[config.mk]
export PLATFORM = sky130hd
export DESIGN_NAME = bus_modport_bridge
export DESIGN_NICKNAME = d
export VERILOG_FILES = /design/src/rtl/bus_bridge_pkg.sv /design/src/rtl/bridge_skid_fifo.sv /design/src/rtl/bus_modport_bridge.sv
export SDC_FILE = /design/constraint.sdc
export NUM_CORES = 1
export LEC_CHECK = 0
export ABC_AREA = 1
export CELL_PAD_IN_SITES_DETAIL_PLACEMENT = 1
export CELL_PAD_IN_SITES_GLOBAL_PLACEMENT = 1
export CORE_AREA = 2 2 138 140
export CTS_CLUSTER_DIAMETER = 200
export CTS_CLUSTER_SIZE = 28
export DETAILED_ROUTE_END_ITERATION = 8
export DIE_AREA = 0 0 140 142
export HOLD_SLACK_MARGIN = 0.15
export PLACE_DENSITY_LB_ADDON = 0.1
export SLEW_MARGIN = 10
export SYNTH_ARGS = -nofsm -noshare
export SYNTH_HDL_FRONTEND = slang
export SYNTH_SLANG_ARGS = --single-unit
[constraint.sdc]
create_clock -name clk -period 5.92 [get_ports clk]
set_clock_uncertainty 0.15 [all_clocks]
set_input_delay 0.888 -clock clk [delete_from_list [all_inputs] [get_ports clk]]
set_output_delay 0.888 -clock clk [all_outputs]
set_load 0.02 [all_outputs]
[src/rtl/bus_bridge_pkg.sv]
// bus_bridge_pkg: shared occupancy states and default widths for the bus bridge
package bus_bridge_pkg;
  typedef enum logic [1:0] {
    STATE_A = 2'd0,
    STATE_B = 2'd1,
    STATE_C = 2'd2
  } state_t;
  localparam int ADDR_WIDTH_DEF = 32;
  localparam int DATA_WIDTH_DEF = 16;
  localparam int CNT_WIDTH_DEF  = 32;
endpackage

[src/rtl/bridge_skid_fifo.sv]
// bridge_skid_fifo: two-entry in-order buffer with occupancy FSM; head drives the output
module bridge_skid_fifo
  import bus_bridge_pkg::*;
#(
  parameter int W = 49
) (
  input  logic         clk,
  input  logic         rst,
  input  logic         in_valid,
  output logic         in_ready,
  input  logic [W-1:0] in_data,
  output logic         out_valid,
  input  logic         out_ready,
  output logic [W-1:0] out_data,
  output state_t       state
);
  logic [W-1:0] head, tail;
  logic push, pop;
  assign in_ready  = !rst && (state != STATE_C);
  assign out_valid = (state != STATE_A);
  assign push      = in_valid && in_ready;
  assign pop       = out_valid && out_ready;
  assign out_data  = head;
  // head keeps its last value when empty so outputs stay driven
  always_ff @(posedge clk or posedge rst)
    if (rst) begin
      state <= STATE_A;
      head  <= '0;
      tail  <= '0;
    end else begin
      case (state)
        STATE_A: if (push) begin
          head  <= in_data;
          state <= STATE_B;
        end
        STATE_B: if (push && pop) head <= in_data;
          else if (push) begin
            tail  <= in_data;
            state <= STATE_C;
          end else if (pop) state <= STATE_A;
        STATE_C: if (pop) begin
          head  <= tail;
          state <= STATE_B;
        end
        default: state <= STATE_A;
      endcase
    end
endmodule

[src/rtl/bus_modport_bridge.sv]
// bus_modport_bridge: elastic two-entry forwarding stage with transfer counter and last-write byte
module bus_modport_bridge
  import bus_bridge_pkg::*;
#(
  parameter int ADDR_WIDTH = ADDR_WIDTH_DEF,
  parameter int DATA_WIDTH = DATA_WIDTH_DEF,
  parameter int CNT_WIDTH  = CNT_WIDTH_DEF
) (
  input  logic                  clk,
  input  logic                  rst,
  input  logic                  s_valid,
  output logic                  s_ready,
  input  logic [ADDR_WIDTH-1:0] s_addr,
  input  logic [DATA_WIDTH-1:0] s_data,
  input  logic                  s_we,
  output logic                  m_valid,
  input  logic                  m_ready,
  output logic [ADDR_WIDTH-1:0] m_addr,
  output logic [DATA_WIDTH-1:0] m_data,
  output logic                  m_we,
  output logic [1:0]            state,
  output logic [CNT_WIDTH-1:0]  xfer_count,
  output logic [7:0]            data_out
);
  typedef struct packed {
    logic [ADDR_WIDTH-1:0] addr;
    logic [DATA_WIDTH-1:0] data;
    logic                  we;
  } entry_t;
  entry_t in_e, out_e;
  state_t fsm_state;
  assign in_e   = '{addr: s_addr, data: s_data, we: s_we};
  assign m_addr = out_e.addr;
  assign m_data = out_e.data;
  assign m_we   = out_e.we;
  assign state  = fsm_state;
  bridge_skid_fifo #(.W($bits(entry_t))) u_fifo (
    .clk      (clk),
    .rst      (rst),
    .in_valid (s_valid),
    .in_ready (s_ready),
    .in_data  (in_e),
    .out_valid(m_valid),
    .out_ready(m_ready),
    .out_data (out_e),
    .state    (fsm_state)
  );
  always_ff @(posedge clk or posedge rst)
    if (rst) begin
      xfer_count <= '0;
      data_out   <= '0;
    end else if (m_valid && m_ready) begin
      xfer_count <= xfer_count + 1'b1;
      if (out_e.we) data_out <= out_e.data[7:0];
    end
endmodule

==> results of run 1 <==
[cells in the mapped netlist]
| cell type | n |
|---|---|
| ha_1 | 1 |
| nand3_1 | 72 |
| inv_1 | 86 |
| o211ai_1 | 1 |
| nor2_4 | 1 |
| nand2_1 | 213 |
| nand4_1 | 6 |
| inv_2 | 1 |
| buf_1 | 4 |
| xor2_1 | 13 |
| dfrtp_1 | 140 |
| buf_2 | 6 |
| nor2_1 | 82 |
| nand3_2 | 1 |
| o21ai_0 | 50 |
| mux2_2 | 8 |
| buf_4 | 1 |
| and3_1 | 1 |
| buf_6 | 1 |
| xnor2_1 | 10 |
| a21oi_1 | 51 |
| nor3_1 | 4 |
| clkbuf_1 | 24 |
| o21ai_2 | 1 |
| nand2_2 | 1 |
[stage by stage]
step / hold WS [ns] / power [mW]
2_1_floorplan: 0.328 / 2.44
3_3_place_gp: 0.337 / 3.09
3_5_place_dp: 0.344 / 3.18
4_1_cts: 0.358 / 4.16
5_1_grt: 0.376 / 4.39
6_report: 0.354 / 4.10
[final timing paths]
path	end	slack (ns)
min	u_fifo.out_data[11]$_DFFE_PP0P_	0.35
max	u_fifo.out_data[37]$_DFFE_PP0P_	2.24
min reg2reg	u_fifo.out_data[11]$_DFFE_PP0P_	0.35
max in group asynchronous	u_fifo.tail[11]$_DFFE_PP0P_	3.35
max reg2reg	u_fifo.out_data[37]$_DFFE_PP0P_	3.01
min in group asynchronous	u_fifo.tail[15]$_DFFE_PP0P_	0.81
[final cells by class]
type                       instances  area [sq um]
fill                            2150          9920
sequential                       140          3500
multi-input combinational        516          2410
timing repair buffer             149          1480
clock buffer                      21           470
inverter                          87           332
tap                              234           293
clock inverter                     9          47.5
[tightest hold or removal path, cell delays in order (launching register included)]
cell     delay, ns
dfrtp_1       0.34
nand3_1       0.07
nand2_1       0.06
[registers in the layout (all words and copies together) (netlist names)]
| name | count |
|---|---|
| u_fifo.out_data | 49 |
| data_out | 8 |
| u_fifo.tail | 49 |
| xfer_count | 32 |
| u_fifo.state | 2 |
[routing by layer]
metal,share of wire (%),track usage (%)
met1,45,24.6
met2,50,33.4
met3,4.0,4.61
met4,1.3,5.16
met5,0,0
[power by group]
group / internal (mW) / switching [mW]
clock network: 0.557 / 0.401
registers: 1.34 / 0.227
logic: 0.664 / 0.909
total: 2.56 / 1.54
[kinds of logic after synthesis]
| family | count (synthesis) | synth area share (%) |
|---|---|---|
| muxes | 8 | 1.41 |
| buffers and inverters | 123 | 7.54 |
| AOI/OAI and AO/OA | 103 | 8.19 |
| xor gates and xnor gates | 23 | 3.16 |
| DFF | 140 | 55.0 |
| and+or+nand+nor | 381 | 24.5 |
| adders and majority gates | 1 | 0.196 |
==> metrics, run 1 <==
Placed Area 8020 sq um; largest net degree at the start of global routing 100; num ports 146; post-synth top area share 55.0%; kind of critical path in2reg; CTS tree built; clock period minus worst slack 3.68 ns; die width 140 microns; die area 19900 sq um; routed via count 5627; post_cts resized 0; violation count after the first detailed-route iteration 224; synth warn 0; Post-Layout Cell Count 1156; CP max FO 66; Detail Route Antenna Nets 0; pre-CTS WS 1.76 ns; DRT Pass-1 Iters 8; initial antenna violation count 0; Crit path max-delay family simple AND/OR/NAND/NOR gates; Syn Area/Cell 8.18 sq um; DR DRC count 7; setup ws final 2.24 ns; CP max stage delay 0.74 ns; fin. max-slew vios 0; Final nets 965; Slew Limit Headroom 27.9%; Final Setup Violations 0; Detail Placement HPWL 12.4 mm; WP depth 8; VDD IR-drop max 0.000209 V; Max-Cap Viols 0; routability cong. 0.772; share of layout cells above drive strength 1 5.31%; Root Driver clkbuf_16; Clock Sink Count 140; CP Launch Point rst; failing checks design-rule violations; I/O Buffers 145; FF-to-FF path depth 7; WL per Instance 15.8 microns; most common cell after layout, fill and taps aside nand2_1; RSZ-0062 raised after global routing false; Critical Path Start Type input port; FP Rows 50; design area 8530 sq um; Cell Pwr Density 480 nW/um^2; Crit Reg-Reg Startpoint u_fifo.state[1]$_DFFE_PP0P_; via-per-instance ratio 4.87; status finished with violations; CP required 6.07 ns; Worst path slowest cell nand2_2; HP Class reg2reg; clock-pin slew of the registers on the worst-case setup and hold paths 0.06 ns; Mapped Area 6370 sq um; CTS H-tree lvls 4; Synth Net Count 833; first-pass GRT wire length 30.5 mm; Yosys cell types 25; Hold Crit Depth 2; Post-Synthesis Cells 779; vias in the first global route 5984; Leakage 4.24 nW; worst-skew pair later-pin latency 0.42 ns; chip height 142 microns; core area 18500 sq um; Inserted Clock Buffers 17; crit-path most repeated cell nand2_1; most frequent cells in the layout 212 x nand2_1, 145 x clkdlybuf4s50_1, 140 x dfrtp_1; all-layer global routing usage 19.4%; synth top area cells dfrtp_1 55%, nand2_1 13%, nand3_1 5.7%, inv_1 5.1%, nor2_1 4.8%; Worst EP arrival 3.83 ns; register area share after synthesis 55.0%; final hold vios 0; WL final 18.3 mm; CP Capture Type register; final critical-path share of the clock period 62.2%; Clock Tree Buf Depth 2; setup TNS 0 ns; layout overhead on the synthesized area 34.0%; Yosys reg bits 140; dpl cells 1126; worst path bufs/invs 3; hold buffers post-CTS 0; diode count 0; post-CTS setup buffers 0; highest clock rate 0.272 GHz; area leader, netlist dfrtp_1; min-delay src u_fifo.out_data[11]$_DFFE_PP0P_; residual overflow from global routing 0; Worst-Margin Slew 1.08 ns; crit-path cells clkdlybuf4s50_1, inv_6, and3_1, o21ai_4, buf_4, nand2_2, nand2_1, nand2_1; Starting Density 34.5%; fin util 46.2%
Power figures use the tool's default switching activity.
==> inputs of run 2 (changes only) <==
==> constraint.sdc (replaced) <==
create_clock -name clk -period 3.59 [get_ports clk]
set_clock_uncertainty 0.15 [all_clocks]
set_input_delay 0.5385 -clock clk [delete_from_list [all_inputs] [get_ports clk]]
set_output_delay 0.5385 -clock clk [all_outputs]
set_load 0.02 [all_outputs]
==> run 2 against run 1 <==
  * The flow still finishes with violations (design-rule violations)
  * Power up 73%
  * Combinational power up 68%
  * Final cell count up 0.52%
  * Via count up 0.85%
  * Count of clock-buffer cells in the layout unchanged
  * Utilization up 0.86 points
  * Critical path type is now in2async
  * Largest power group is now combinational cells
==> metrics, run 2 (synthesis gave the netlist of run 1 again) <==
Clock Tree Buf Depth 2; die width 140 microns; final-layout fill cell count 2164; Crit path max-delay family buffers and inverters; final hold vios 0; share of layout cells above drive strength 1 5.93%; most common cell after layout, fill and taps aside nand2_1; routed via count 5675; kind of critical path in2async; pre-CTS WS 0.493 ns; CTS tree built; FP Rows 50; hold buffers post-CTS 0; all-layer global routing usage 19.2%; Root Driver clkbuf_16; fin. max-slew vios 0; Starting Density 34.5%; first-pass GRT wire length 30.5 mm; Clock Sink Count 140; CP max stage delay 0.96 ns; worst-skew pair later-pin latency 0.42 ns; Cell Pwr Density 816 nW/um^2; final critical-path share of the clock period 70.7%; CTS H-tree lvls 4; residual overflow from global routing 0; WL per Instance 15.9 microns; CP Capture Type asynchronous set/reset pin; Leakage 4.30 nW; worst path bufs/invs 4; clock-pin slew of the registers on the worst-case setup and hold paths 0.06 ns; post-CTS setup buffers 0; CP max FO 83; clock period minus worst slack 2.54 ns; Worst EP arrival 2.76 ns; setup ws final 1.05 ns; vias in the first global route 6079; routability cong. 0.786; RSZ-0062 raised after global routing false; violation count after the first detailed-route iteration 257; layout overhead on the synthesized area 36.5%; Detail Placement HPWL 12.4 mm; I/O Buffers 145; diode count 0; status finished with violations; crit-path cells clkdlybuf4s50_1, clkinvlp_4, buf_4, buf_4; via-per-instance ratio 4.88; Critical Path Start Type input port; failing checks design-rule violations; Detail Route Antenna Nets 0; Final Setup Violations 0; CP required 3.81 ns; largest net degree at the start of global routing 100; initial antenna violation count 0; Slew Limit Headroom 26.9%; Placed Area 8060 sq um; design area 8690 sq um; num ports 146; most frequent cells in the layout 212 x nand2_1, 145 x clkdlybuf4s50_1, 140 x dfrtp_1; Inserted Clock Buffers 17; Worst path slowest cell buf_4; chip height 142 microns; post_cts resized 0; VDD IR-drop max 0.000369 V; highest clock rate 0.394 GHz; Max-Cap Viols 0; core area 18500 sq um; fin util 47.1%; Worst-Margin Slew 1.10 ns; DR DRC count 7; DRT Pass-1 Iters 6; die area 19900 sq um; Final nets 969; crit-path most repeated cell buf_4; HP Class reg2reg; WL final 18.5 mm
## run 2: area by class of cell
type	count	area (sq um)	area share [%]
Multi-Input combinational cell	516	2410	27.7
Clock buffer	21	470	5.41
Clock inverter	11	165	1.90
Timing Repair Buffer	153	1520	17.5
Inverter	87	330	3.80
Tap cell	234	293	3.37
Sequential cell	140	3500	40.3
## run 2: final timing paths
kind	start	slack, ns	to	cells after the start
worst min-delay path	data_out[6]$_DFFE_PP0P_	0.35	data_out[6]$_DFFE_PP0P_	1
min in group asynchronous	rst	0.64	u_fifo.out_data[14]$_DFFE_PP0P_	3
worst max-delay path	rst	1.05	xfer_count[22]$_DFFE_PP0P_	4
max in group clk	u_fifo.state[1]$_DFFE_PP0P_	1.09	m_valid	3
worst max register to register	u_fifo.state[0]$_DFFE_PP0P_	1.34	u_fifo.out_data[8]$_DFFE_PP0P_	8
worst min register to register	data_out[6]$_DFFE_PP0P_	0.35	data_out[6]$_DFFE_PP0P_	1
## run 2: routing by layer
layer | up-vias | GRT usage (%) | part of all wire, %
li1 | 2723 | - | -
met1 | 2825 | 23.6 | 44
met5 | - | 0 | 0
met4 | 0 | 5.42 | 1.1
met2 | 112 | 34.4 | 50
met3 | 15 | 3.90 | 4.1
## run 2: worst reg2reg max path: stages, from the launching register on
cell and delay, ns:
dfrtp_1 0.43, inv_2 0.08, nand2_2 0.06, and3_1 0.33
nand3_2 0.13, nand2_2 0.54, buf_4 0.31, nand2_1 0.09
nand2_1 0.07
## run 2: stage by stage
| stage | hold WS (ns) | cells | setup TNS, ns | total power, mW |
|---|---|---|---|---|
| 2_1_floorplan | 0.328 | 779 | -43.89 | 4.05 |
| 3_3_place_gp | 0.337 | 1130 | 0 | 5.12 |
| 3_5_place_dp | 0.343 | 1130 | 0 | 5.25 |
| 4_1_cts | 0.360 | 1162 | 0 | 7.18 |
| 5_1_grt | 0.372 | 1162 | 0 | 7.55 |
| 6_report | 0.355 | 1162 | 0 | 7.09 |
## run 2: report_power, final
group,internal [mW],switching [mW],total [mW]
sequential,2.21,0.337,2.55
combinational,1.11,1.53,2.64
clock,1.21,0.682,1.90
total,4.54,2.55,7.09
==> inputs of run 3 (changes only) <==
--- a/config.mk
+++ b/config.mk
@@ -8,11 +8,11 @@
 export ABC_AREA = 1
 export CELL_PAD_IN_SITES_DETAIL_PLACEMENT = 1
 export CELL_PAD_IN_SITES_GLOBAL_PLACEMENT = 1
-export CORE_AREA = 2 2 138 140
+export CORE_AREA = 2 2 142 144
 export CTS_CLUSTER_DIAMETER = 200
 export CTS_CLUSTER_SIZE = 28
 export DETAILED_ROUTE_END_ITERATION = 8
-export DIE_AREA = 0 0 140 142
+export DIE_AREA = 0 0 144 146
 export HOLD_SLACK_MARGIN = 0.15
 export PLACE_DENSITY_LB_ADDON = 0.1
 export SLEW_MARGIN = 10
==> constraint.sdc (replaced) <==
create_clock -name clk -period 2.3 [get_ports clk]
set_clock_uncertainty 0.15 [all_clocks]
set_input_delay 0.345 -clock clk [delete_from_list [all_inputs] [get_ports clk]]
set_output_delay 0.345 -clock clk [all_outputs]
set_load 0.02 [all_outputs]
==> run 3 against run 2 <==
  * The flow now finishes without violations
  * Final area increased by 1.5%
  * Worst setup slack got worse by 0.96 ns
  * Power increased by 54%
==> metrics, run 3 (synthesis gave the netlist of run 1 again) <==
crit-path cells inv_2, a21oi_1, clkdlybuf4s50_1; CP max FO 4; CP required 1.80 ns; kind of critical path reg2out; Clock Tree Buf Depth 2; DR DRC count 0; hold buffers post-CTS 0; HP Class reg2reg; Worst EP arrival 1.71 ns; chip height 146 microns; Comb pwr share 38.5%; clock network fraction of design power 24.7%; Clock Sink Count 140; FP Rows 51; core area 19300 sq um; post-CTS setup buffers 0; final-layout fill cell count 2309; residual overflow from global routing 0; most common cell after layout, fill and taps aside nand2_1; diode count 0; Internal Pwr Total 6.95 mW; Leakage 4.37 nW; Net Sw Power 3.96 mW; clock-pin slew of the registers on the worst-case setup and hold paths 0.06 ns; Detail Placement HPWL 12.9 mm; DRT Pass-1 Iters 4; Worst-Margin Slew 0.804 ns; sequential share of power 36.8%; fin. max-slew vios 0; Cell Pwr Density 1240 nW/um^2; Final nets 980; WL final 18.5 mm; R2R Setup Slk 0.36 ns; first-pass GRT wire length 30.5 mm; design area 8820 sq um; Starting Density 32.9%; CP max stage delay 0.62 ns; num ports 146; final critical-path share of the clock period 95.7%; I/O Buffers 145; Max-Cap Viols 0; vias in the first global route 5932; VDD IR-drop max 0.000558 V; violation count after the first detailed-route iteration 213; Worst path slowest cell clkdlybuf4s50_1; RSZ-0062 raised after global routing false; highest clock rate 0.454 GHz; Placed Area 8240 sq um; CP Capture Type output port; routed via count 5644; largest net degree at the start of global routing 141; share of layout cells above drive strength 1 6.92%; final hold vios 0; setup ws final 0.0981 ns; Detail Route Antenna Nets 0; pre-CTS WS -0.00989 ns; die area 21000 sq um; fin util 45.6%; Slew Limit Headroom 46.4%; all-layer global routing usage 18.4%; layout overhead on the synthesized area 38.5%; Sw Ratio 36.3%; status complete, no violations; worst-skew pair later-pin latency 0.42 ns; CTS H-tree lvls 4; die width 144 microns; Inserted Clock Buffers 17; initial antenna violation count 0; WL per Instance 15.4 microns; routability cong. 0.800; most frequent cells in the layout 212 x nand2_1, 144 x clkdlybuf4s50_1, 139 x dfrtp_1; Root Driver clkbuf_16; Critical Path Start Type register; via-per-instance ratio 4.69; setup TNS 0 ns; clock period minus worst slack 2.20 ns; CTS tree built; Final Setup Violations 0
## run 3: power groups by stage
stage	sequential (mW)	combinational (mW)	clock [mW]
global route	4.14	4.66	2.88
floorplan	4.57	1.76	0
detailed placement	4.04	4.27	0
CTS	4.02	4.29	2.76
global placement	4.01	4.10	0
finish	4.01	4.20	2.70
## run 3: metrics by stage
step	hold WS (ns)	instances	power, mW
3_5_place_dp	0.343	1172	8.31
5_1_grt	0.365	1204	11.7
3_3_place_gp	0.337	1172	8.11
6_report	0.342	1204	10.9
4_1_cts	0.352	1204	11.1
2_1_floorplan	0.307	779	6.33
## run 3: final timing paths
path | startpoint | end | depth (start not counted)
max reg2reg | xfer_count[0]$_DFFE_PP0P_ | xfer_count[20]$_DFFE_PP0P_ | 8
max | u_fifo.state[0]$_DFFE_PP0P_ | s_ready | 3
min in group asynchronous | rst | u_fifo.out_data[15]$_DFFE_PP0P_ | 3
min | xfer_count[18]$_DFFE_PP0P_ | xfer_count[18]$_DFFE_PP0P_ | 1
min reg2reg | xfer_count[18]$_DFFE_PP0P_ | xfer_count[18]$_DFFE_PP0P_ | 1
max in group asynchronous | rst | u_fifo.state[1]$_DFFE_PP0P_ | 3
## run 3: timing repair
action / 4_1_cts / 5_1_grt
gates resized for setup: 1 / 2
setup endpoints to repair: 1 / 1
hold endpoints to repair: 0 / 0
## run 3: area by class of cell
class                      instances  area (sq um)  share of cell area, %
sequential                       140          3500                   39.7
clock buffer                      24           482                   5.46
multi-input combinational        516          2410                   27.3
tap                              265           332                   3.76
clock inverter                     8          90.1                   1.02
inverter                          87           330                   3.75
timing repair buffer             164          1670                   19.0
## run 3: worst max-delay path: cells and delay by family (launching register included)
kind | cells | cell delay [ns]
AOI/OAI and AO/OA | 1 | 0.13
DFF | 1 | 0.45
buffers and inverters | 2 | 0.71
## run 3: layer usage
layer,vias to the layer above,part of all wire [%],global-route usage [%]
met3,13,4.8,4.71
li1,2746,-,-
met5,-,0,0
met1,2776,45,24.0
met4,0,0.83,4.26
met2,109,49,30.5
